[src/rtl/i2s_tx_framer_pkg.sv]
// i2s_tx_framer_pkg: shared FSM state type and default build parameters for the DAC transmitter
package i2s_tx_framer_pkg;
  localparam int DAC_WIDTH = 24;
  localparam int DAC_N_CHANNELS = 2;
  localparam int DAC_BCLK_DIV = 8;
  typedef enum logic {IDLE, RUN} i2s_state_t;
endpackage

[src/rtl/i2s_tx_framer_bclk_divider.sv]
// i2s_tx_framer_bclk_divider: sclk generator and bit-edge pulse, held cleared while not running
module i2s_tx_framer_bclk_divider #(
  parameter int BCLK_DIV = 8
) (
  input  logic clk,
  input  logic rstn,
  input  logic run,
  output logic sclk,
  output logic bit_edge
);
  localparam int CW = $clog2(BCLK_DIV);
  localparam logic [CW-1:0] C_LAST = CW'(BCLK_DIV - 1);
  localparam logic [CW-1:0] C_HALF = CW'(BCLK_DIV / 2);
  logic [CW-1:0] cnt_q, cnt_d;
  logic sclk_q, sclk_d;
  always_comb begin
    bit_edge = run & (cnt_q == C_LAST);
    cnt_d = (!run || bit_edge) ? '0 : cnt_q + CW'(1);
    sclk_d = cnt_d >= C_HALF;
  end
  always_ff @(posedge clk) begin
    if (!rstn) begin
      cnt_q <= '0;
      sclk_q <= 1'b0;
    end else begin
      cnt_q <= cnt_d;
      sclk_q <= sclk_d;
    end
  end
  assign sclk = sclk_q;
endmodule

[src/rtl/i2s_tx_framer.sv]
// i2s_tx_framer: multi-channel I2S DAC transmitter with double-buffered frames and underrun reporting
// Build option: I2S_TX_UNDERRUN_HOLD_EN retransmits the last loaded frame on underrun.
module i2s_tx_framer
  import i2s_tx_framer_pkg::*;
#(
  parameter int WIDTH = DAC_WIDTH,
  parameter int N_CHANNELS = DAC_N_CHANNELS,
  parameter int BCLK_DIV = DAC_BCLK_DIV
) (
  input  logic                          clk,
  input  logic                          rstn,
  input  logic                          enable,
  input  logic [N_CHANNELS*WIDTH-1:0]   sample_in,
  input  logic                          sample_valid,
  output logic                          sample_ready,
  output logic                          frame_strobe,
  output logic                          underrun,
  input  logic                          underrun_clr,
  output logic                          sclk,
  output logic                          lrclk,
  output logic                          sd
);
  localparam int FB = N_CHANNELS * WIDTH;
  localparam int KW = $clog2(FB);
  localparam logic [KW-1:0] K_LAST = KW'(FB - 1);
  localparam logic [KW-1:0] K_HALF = KW'(FB / 2);
  i2s_state_t state_q, state_d;
  logic [FB-1:0] hold_q, hold_d, shift_q, shift_d, src, fill, ordered;
  logic [KW-1:0] k_q, k_d, k_n;
  logic hold_full_q, hold_full_d, lrclk_q, lrclk_d;
  logic frame_strobe_q, frame_strobe_d, underrun_q, underrun_d;
  logic bit_edge, load_now, stop, xfer;
`ifdef I2S_TX_UNDERRUN_HOLD_EN
  logic [FB-1:0] last_q, last_d;
`endif
  i2s_tx_framer_bclk_divider #(.BCLK_DIV(BCLK_DIV)) u_div (
    .clk(clk),
    .rstn(rstn),
    .run(state_q == RUN),
    .sclk(sclk),
    .bit_edge(bit_edge)
  );
  always_comb begin
    load_now = enable & ((state_q == IDLE) | (bit_edge & (k_q == K_LAST)));
    stop = ~enable & bit_edge & (k_q == K_LAST);
    sample_ready = ~hold_full_q | load_now;
    xfer = sample_valid & sample_ready;
    hold_d = xfer ? sample_in : hold_q;
    hold_full_d = xfer | (hold_full_q & ~load_now);
`ifdef I2S_TX_UNDERRUN_HOLD_EN
    fill = last_q;
`else
    fill = '0;
`endif
    src = hold_full_q ? hold_q : fill;
`ifdef I2S_TX_UNDERRUN_HOLD_EN
    last_d = load_now ? src : last_q;
`endif
    // channel 0 sits in the low bits of the input but must leave the shifter first
    ordered = '0;
    for (int c = 0; c < N_CHANNELS; c++)
      ordered[(N_CHANNELS-1-c)*WIDTH +: WIDTH] = src[c*WIDTH +: WIDTH];
    shift_d = load_now ? ordered : stop ? '0 : bit_edge ? shift_q << 1 : shift_q;
    k_d = (load_now | stop) ? '0 : bit_edge ? k_q + KW'(1) : k_q;
    k_n = (k_d == K_LAST) ? '0 : k_d + KW'(1);
    lrclk_d = stop ? 1'b0 : (load_now | bit_edge) ? (k_n >= K_HALF) : lrclk_q;
    state_d = load_now ? RUN : stop ? IDLE : state_q;
    underrun_d = (load_now & ~hold_full_q) | (underrun_q & ~underrun_clr);
    frame_strobe_d = load_now;
  end
  always_ff @(posedge clk) begin
    if (!rstn) begin
      state_q <= IDLE;
      hold_q <= '0;
      hold_full_q <= 1'b0;
      shift_q <= '0;
      k_q <= '0;
      lrclk_q <= 1'b0;
      frame_strobe_q <= 1'b0;
      underrun_q <= 1'b0;
`ifdef I2S_TX_UNDERRUN_HOLD_EN
      last_q <= '0;
`endif
    end else begin
      state_q <= state_d;
      hold_q <= hold_d;
      hold_full_q <= hold_full_d;
      shift_q <= shift_d;
      k_q <= k_d;
      lrclk_q <= lrclk_d;
      frame_strobe_q <= frame_strobe_d;
      underrun_q <= underrun_d;
`ifdef I2S_TX_UNDERRUN_HOLD_EN
      last_q <= last_d;
`endif
    end
  end
  assign sd = shift_q[FB-1];
  assign lrclk = lrclk_q;
  assign frame_strobe = frame_strobe_q;
  assign underrun = underrun_q;
endmodule
[config.mk]
export PLATFORM = sky130hd
export DESIGN_NAME = i2s_tx_framer
export DESIGN_NICKNAME = d
export VERILOG_FILES = /design/src/rtl/i2s_tx_framer_pkg.sv /design/src/rtl/i2s_tx_framer_bclk_divider.sv /design/src/rtl/i2s_tx_framer.sv
export SDC_FILE = /design/constraint.sdc
export NUM_CORES = 1
export LEC_CHECK = 0
export CORE_ASPECT_RATIO = 1.25
export CORE_UTILIZATION = 45
export DETAILED_ROUTE_END_ITERATION = 10
export GPL_ROUTABILITY_DRIVEN = 1
export GPL_TIMING_DRIVEN = 0
export PLACE_DENSITY_LB_ADDON = 0.15
export SYNTH_ARGS = -nofsm -noshare
export SYNTH_HDL_FRONTEND = slang
export SYNTH_SLANG_ARGS = --single-unit
export TNS_END_PERCENT = 100
[constraint.sdc]
create_clock -name clk -period 2.66 [get_ports clk]
set_input_delay 0.532 -clock clk [delete_from_list [all_inputs] [get_ports clk]]
set_output_delay 0.532 -clock clk [all_outputs]
set_load 0.01 [all_outputs]
Yosys cells after proc, flatten, opt, wreduce, memory -nomap -nowiden
Cells that the tools add are included.

Add/subtract/negate cells: 3. Order comparisons: 2. Eq/ne operators: 3. Mux-type cells: 10. Bitwise logic cells: 21. Reduce and logical (&&, ||, !) cells: 5.

Operator list (number): 48-bit 2-to-1 mux (4); 6-bit 2-to-1 mux (3); 6-bit by 1-bit adder with 6-bit output, second input constant (2); 6-bit equality test, second input constant (2); 1-bit bitwise AND (9); 6-bit by 5-bit greater-or-equal comparator with 1-bit output, second input constant (1); 1-bit NOT (6); 1-bit OR (6); 3-bit by 1-bit adder with 3-bit output, second input constant (1); 3-bit equality test, second input constant (1); 3-bit greater-or-equal comparator, second input constant (1); 3-bit 2-to-1 mux (1); 3-bit nonzero test (1); 1-bit 2-to-1 mux (2); 2-bit nonzero test (1); 2-bit OR reduction (1); 1-bit logical NOT (1); 1-bit logical OR (1).

Register bits: 111. Input port bits: 53. Output and inout port bits: 6. Word-level logic and storage cells: 54.

Logic depth before layout (Yosys ltp)
Depth in word-level cells: 10. Mapped depth: 9. Mapped depth without buffers: 7.

Cells and area by module
From an unflattened synthesis, not the netlist that was laid out.

Cell total of the unflattened synthesis: 499. Area, all modules: 4491.8 um2.

Modules (own cells, without submodules): i2s_tx_framer (times used 1, cells an instance 490, area each 4364.2 um2, sequential area each 2142.1 um2); i2s_tx_framer_bclk_divider (times used 1, cells an instance 9, area each 127.6 um2, sequential area each 60.1 um2).

Least setup slack after synthesis
Ideal clock, no wire load.

Kind: reg2reg. Start point: register u_div.cnt_q[0]. End point: register shift_q[20]. Library setup time: 0.128 ns. Arrival: 1.961 ns. Required time: 2.532 ns. Slack: 0.571 ns. Cell stages (with the launch flop): 10. Path buffers: 2. Clock period less this slack: 2.089 ns. Cell sequence: dfxtp_1 -> ha_1 -> ha_1 -> and3_2 -> a41oi_2 -> nor3_2 -> buf_2 -> buf_2 -> a222oi_1 -> nor2_1.

Cells in the longest elaborated chain, start to end: 6. Elaborated cells on any way between the ends: 10. Classes of those cells: eq/ne: 1; mux: 2; bitwise: 6; reduce/logical: 1.

Ends and longest elaborated chain: start: declaration (RTL line i2s_tx_framer_bclk_divider.sv:14) `logic [CW-1:0] cnt_q, cnt_d;`; start signal: assignment (RTL line i2s_tx_framer_bclk_divider.sv:26) `cnt_q <= cnt_d;`; 3-bit equality test * (RTL line i2s_tx_framer_bclk_divider.sv:17) `bit_edge = run & (cnt_q == C_LAST);`; 1-bit bitwise AND * (RTL line i2s_tx_framer_bclk_divider.sv:17); 1-bit bitwise AND (on tied branches) (RTL line i2s_tx_framer.sv:44, i2s_tx_framer.sv:45); 1-bit OR / 1-bit bitwise AND (equally long branches) (RTL line i2s_tx_framer.sv:44, i2s_tx_framer.sv:45); 1-bit bitwise AND / 48-bit 2-to-1 mux (equally long branches) (RTL line i2s_tx_framer.sv:44, i2s_tx_framer.sv:63); 3-bit nonzero test (no line) / 48-bit 2-to-1 mux (equally long branches); end signal: assignment (RTL line i2s_tx_framer.sv:88) `shift_q <= shift_d;`; end: declaration (RTL line i2s_tx_framer.sv:28) `logic [FB-1:0] hold_q, hold_d, shift_q, shift_d, src, fill, ordered;`.

Every way passes the cells marked *; elsewhere a longest branch is shown, timed or not. A chain may end at the register's enable or synchronous reset.

Final worst setup path
Start point: register u_div.cnt_q[0]. End point: output port sample_ready.

Cells in the longest elaborated chain, start to end: 6.

Ends and longest elaborated chain: 3-bit equality test (RTL line i2s_tx_framer_bclk_divider.sv:17); 1-bit bitwise AND (RTL line i2s_tx_framer_bclk_divider.sv:17); 1-bit bitwise AND (RTL line i2s_tx_framer.sv:44) `load_now = enable & ((state_q == IDLE) | (bit_edge & (k_q == K_LAST)));`; 1-bit OR (RTL line i2s_tx_framer.sv:44); 1-bit bitwise AND (RTL line i2s_tx_framer.sv:44); 1-bit OR (RTL line i2s_tx_framer.sv:46) `sample_ready = ~hold_full_q | load_now;`; end: declaration (RTL line i2s_tx_framer.sv:15) `output logic sample_ready,`.

No other way between the ends.

==> Flow_metrics.wiki <==
{| class="wikitable"
! Metric !! Value
|-
| Share of synthesized area occupied by flip-flops and latches || 0.527
|-
| Die outline width || 88.2 microns
|-
| TritonRoute pass-1 iters || 5
|-
| Clock skew after layout || around 0.0076 ns
|-
| Number of instances in the synthesized netlist || 410
|-
| Clock-pin slew on the worst setup and hold paths || approximately 0.10 ns
|-
| Net Count, Synth || 466
|-
| Clk buf depth || 2
|-
| Data required time at the worst endpoint || between 2 and 2.5 ns
|-
| Final instance count without filler cells || about 610
|-
| Number of buffers created by CTS || 9
|-
| Timing-limited maximum frequency || 408 MHz
|-
| Net count reported at finish || about 540
|-
| Total routing usage reported by global routing || 0.195
|-
| Internal reg-to-reg setup slack || ~0.33 ns
|-
| Clock Sink Count || 110
|-
| FILL cells || around 800
|-
| Share of layout cells above drive strength 1 || 0.0907
|-
| Avg WL per Cell || about 14 microns
|-
| Unrepaired setup endpoints after global routing || no
|-
| Total wirelength of the detailed-routed design || between 8000 and 9000 microns
|-
| CP Capture Type || primary output
|-
| Diode count || 0
|-
| Remaining Overflow, GRT || 0
|-
| Setup Slack @ Placement || 0.0744 ns
|-
| Total number of vias || 3300
|-
| CP startpoint kind || flip-flop
|-
| I/O Pins || about 60
|-
| Pin count of the biggest net entering global routing || 18
|-
| Distinct cell type count of the synthesized netlist || 41
|-
| Number of rows created at floorplan || 38
|-
| FF/Latch Area || 0.00220 sq mm
|-
| Footprint of the multi-input gates || between 0.0015 and 0.002 sq mm
|-
| Antenna violations before repair || 0
|-
| Clock latency at the later pin of the worst-skew pair || about 0.36 ns
|-
| Power per standard cell area || about 580 mW/mm^2
|-
| Critical path start-end classification || flip-flop to primary output
|-
| Class of the tightest hold or removal check || flip-flop to flip-flop
|-
| Max Transition Viols Final || 0
|-
| Total of endpoints with negative setup slack in the final report || 0
|-
| Estimated wirelength of the detail-placed design || slightly above 6000 microns
|-
| Final Critical Period || around 2.5 ns
|-
| Global-route wire length before repair || approximately 15000 microns
|-
| Count of input and output buffers || between 50 and 60
|-
| Leakage Power || ~2.0 nW
|-
| Maximum VDD drop || around 0.38 mV
|-
| Routed vias/inst || about 5.5
|-
| TritonCTS clock tree || yes
|-
| Area Overhead vs Synth || 22.3%
|-
| Hold-fix buffers at CTS || 0
|-
| Cell total after placement || 588
|-
| Final hold violations || 0
|-
| Fin crit share || 0.922
|-
| Max capacitance violation total || 0
|-
| Relative max-transition margin || 0.623
|-
| Routability cong. || just over 0.8
|-
| Post-route DRC || 0
|-
| Maximum fanout count along the critical path || 8
|-
| Htree depth || 3
|-
| Syn Area/Cell || ~10 sq um
|-
| Height of the die || between 100 and 150 microns
|-
| Number of register bits inferred by synthesis || 110
|-
| Actual slew at the worst max-slew pin || ~0.56 ns
|-
| Area inside the core boundary || ~0.0088 sq mm
|-
| Cell at the root of the clock tree || sky130_fd_sc_hd__clkbuf_8
|-
| Final worst setup slack || ~0.21 ns
|-
| Sum of negative setup slack || 0 ns
|-
| Summed instance area of the synthesized netlist || between 0.004 and 0.005 sq mm
|-
| Floorplan die area || approximately 0.0097 sq mm
|-
| Starting Density || 0.472
|-
| Count of nets left with antenna violations after detail routing || 0
|-
| Vias in the first global route || 3215
|-
| Run status || completed
|-
| Number of DRC violations after detailed-routing iteration 0 || a little under 300
|-
| Arrival time of the worst setup path || about 1.9 ns
|-
| Count of warnings emitted by yosys || 0
|}
==> registers in the layout, summed over array words and instances (netlist names) <==
register / cells
hold_q: 48
shift_q: 48
k_q: 6
u_div.cnt_q: 2
frame_strobe: 1
hold_full_q: 1
lrclk: 1
state_q: 1
u_div.sclk: 1
underrun: 1
==> cell families (layout without fill, tap and decap cells) <==
family / after synthesis / in the layout / share of synthesized area
simple gates: 133 / 133 / 0.133
flops: 110 / 110 / 0.527
compound gates: 68 / 68 / 0.150
mux: 49 / 49 / 0.118
buf+inv: 41 / 116 / 0.0497
xor+xnor: 6 / 6 / 0.0126
fa+ha+maj: 3 / 3 / 0.00899
==> Yosys cell counts <==
library cell,number,area (sq um)
sky130_fd_sc_hd__a21boi_1,1,7.51
sky130_fd_sc_hd__a21oi_1,6,30.0
sky130_fd_sc_hd__a222oi_1,47,470
sky130_fd_sc_hd__a22oi_1,1,7.51
sky130_fd_sc_hd__a2bb2oi_1,1,8.76
sky130_fd_sc_hd__a311o_1,1,10.0
sky130_fd_sc_hd__a31oi_1,1,6.26
sky130_fd_sc_hd__a31oi_2,1,12.5
sky130_fd_sc_hd__a32o_1,1,10.0
sky130_fd_sc_hd__a32oi_1,1,8.76
sky130_fd_sc_hd__a41oi_2,1,16.3
sky130_fd_sc_hd__and3_1,2,12.5
sky130_fd_sc_hd__and3_2,1,7.51
sky130_fd_sc_hd__and4_1,1,8.76
sky130_fd_sc_hd__buf_2,13,65.1
sky130_fd_sc_hd__buf_4,2,15.0
sky130_fd_sc_hd__buf_6,1,11.3
sky130_fd_sc_hd__buf_8,2,30.0
sky130_fd_sc_hd__clkbuf_1,16,60.1
sky130_fd_sc_hd__dfxtp_1,110,2200
sky130_fd_sc_hd__ha_1,3,37.5
sky130_fd_sc_hd__inv_1,7,26.3
sky130_fd_sc_hd__mux2_2,1,11.3
sky130_fd_sc_hd__mux2i_1,48,480
sky130_fd_sc_hd__nand2_1,6,22.5
sky130_fd_sc_hd__nand2_2,1,6.26
sky130_fd_sc_hd__nand2b_1,2,12.5
sky130_fd_sc_hd__nand3_1,2,10.0
sky130_fd_sc_hd__nand4_1,1,6.26
sky130_fd_sc_hd__nand4_2,1,12.5
sky130_fd_sc_hd__nand4b_1,1,8.76
sky130_fd_sc_hd__nor2_1,108,405
sky130_fd_sc_hd__nor2b_1,2,12.5
sky130_fd_sc_hd__nor3_1,3,15.0
sky130_fd_sc_hd__nor3_2,1,10.0
sky130_fd_sc_hd__nor4_1,1,6.26
sky130_fd_sc_hd__o211ai_1,2,15.0
sky130_fd_sc_hd__o21ai_0,3,15.0
sky130_fd_sc_hd__o311a_1,1,10.0
sky130_fd_sc_hd__xnor2_1,4,35.0
sky130_fd_sc_hd__xor2_1,2,17.5
==> what timing repair did <==
item                       in CTS  in global routing
hold endpoints to repair        0                  0
pin swaps                       1                  1
setup endpoints to repair       1                  1
buffers inserted                1                  0
resized for setup               4                  2
==> final timing paths <==
| path | cells after the start | start | end |
|---|---|---|---|
| max | 7 | u_div.cnt_q[0] | sample_ready |
| min | 1 | u_div.cnt_q[0] | u_div.cnt_q[0] |
| max reg2reg | 10 | u_div.cnt_q[0] | shift_q[35] |
| min reg2reg | 1 | u_div.cnt_q[0] | u_div.cnt_q[0] |
==> where the power goes <==
group | switching (W) | internal, W
Clock | 0.000538 | 0.000365
Combinational | 0.000147 | 0.000169
Sequential | 0.0000342 | 0.00171
==> placed cells by master, fill, tap and decap left out, types with 2 or more instances in the layout <==
master / synthesis / routed
sky130_fd_sc_hd__a21oi_1: 6 / 6
sky130_fd_sc_hd__a222oi_1: 47 / 47
sky130_fd_sc_hd__and3_1: 2 / 2
sky130_fd_sc_hd__buf_2: 13 / 13
sky130_fd_sc_hd__buf_4: 2 / 3
sky130_fd_sc_hd__buf_8: 2 / 2
sky130_fd_sc_hd__clkbuf_1: 16 / 17
sky130_fd_sc_hd__clkbuf_8: 0 / 10
sky130_fd_sc_hd__clkdlybuf4s50_1: 0 / 57
sky130_fd_sc_hd__clkinvlp_4: 0 / 4
sky130_fd_sc_hd__dfxtp_1: 110 / 110
sky130_fd_sc_hd__ha_1: 3 / 2
sky130_fd_sc_hd__inv_1: 7 / 7
sky130_fd_sc_hd__mux2i_1: 48 / 48
sky130_fd_sc_hd__nand2_1: 6 / 6
sky130_fd_sc_hd__nand3_1: 2 / 2
sky130_fd_sc_hd__nor2_1: 108 / 108
sky130_fd_sc_hd__nor2b_1: 2 / 2
sky130_fd_sc_hd__nor3_1: 3 / 3
sky130_fd_sc_hd__o211ai_1: 2 / 2
sky130_fd_sc_hd__o21ai_0: 3 / 3
sky130_fd_sc_hd__xnor2_1: 4 / 4
sky130_fd_sc_hd__xor2_1: 2 / 2
==> per-stage QoR <==
| step | util | hold WS (ns) | power [W] | area (sq um) |
|---|---|---|---|---|
| after floorplan | - | 0.405 | 0.00196 | 4180 |
| after global placement | 0.555 | 0.422 | 0.00209 | 4910 |
| after detailed placement | 0.555 | 0.426 | 0.00209 | 4910 |
| after CTS | 0.578 | 0.441 | 0.00300 | 5110 |
| after global routing | 0.577 | 0.482 | 0.00310 | 5110 |
| final | 0.577 | 0.436 | 0.00296 | 5110 |
==> layout make-up <==
cell class,count,area share
buffer,34,0.0355
clock buffer,11,0.0277
clock inverter,5,0.00686
inverter,7,0.00515
multi-input combinational,259,0.350
sequential,110,0.431
tap,120,0.0294
timing repair buffer,59,0.114
==> critical path: stages, from the launching register on <==
cell and delay [ns]:
sky130_fd_sc_hd__dfxtp_1 0.33, sky130_fd_sc_hd__ha_1 0.23, sky130_fd_sc_hd__ha_4 0.19, sky130_fd_sc_hd__and3_2 0.25, sky130_fd_sc_hd__a41oi_2 0.20, sky130_fd_sc_hd__nand2b_4 0.17
sky130_fd_sc_hd__nand2_1 0.06, sky130_fd_sc_hd__clkbuf_2 0.13
==> metal layers <==
metal,up-vias,GRT usage,share of wire
li1,1649,-,-
met4,0,0.0818,0.019
met1,1529,0.247,0.45
met3,13,0.0308,0.059
met2,109,0.327,0.47
met5,-,0,0
Note: power is estimated with default switching activity, not from simulation.
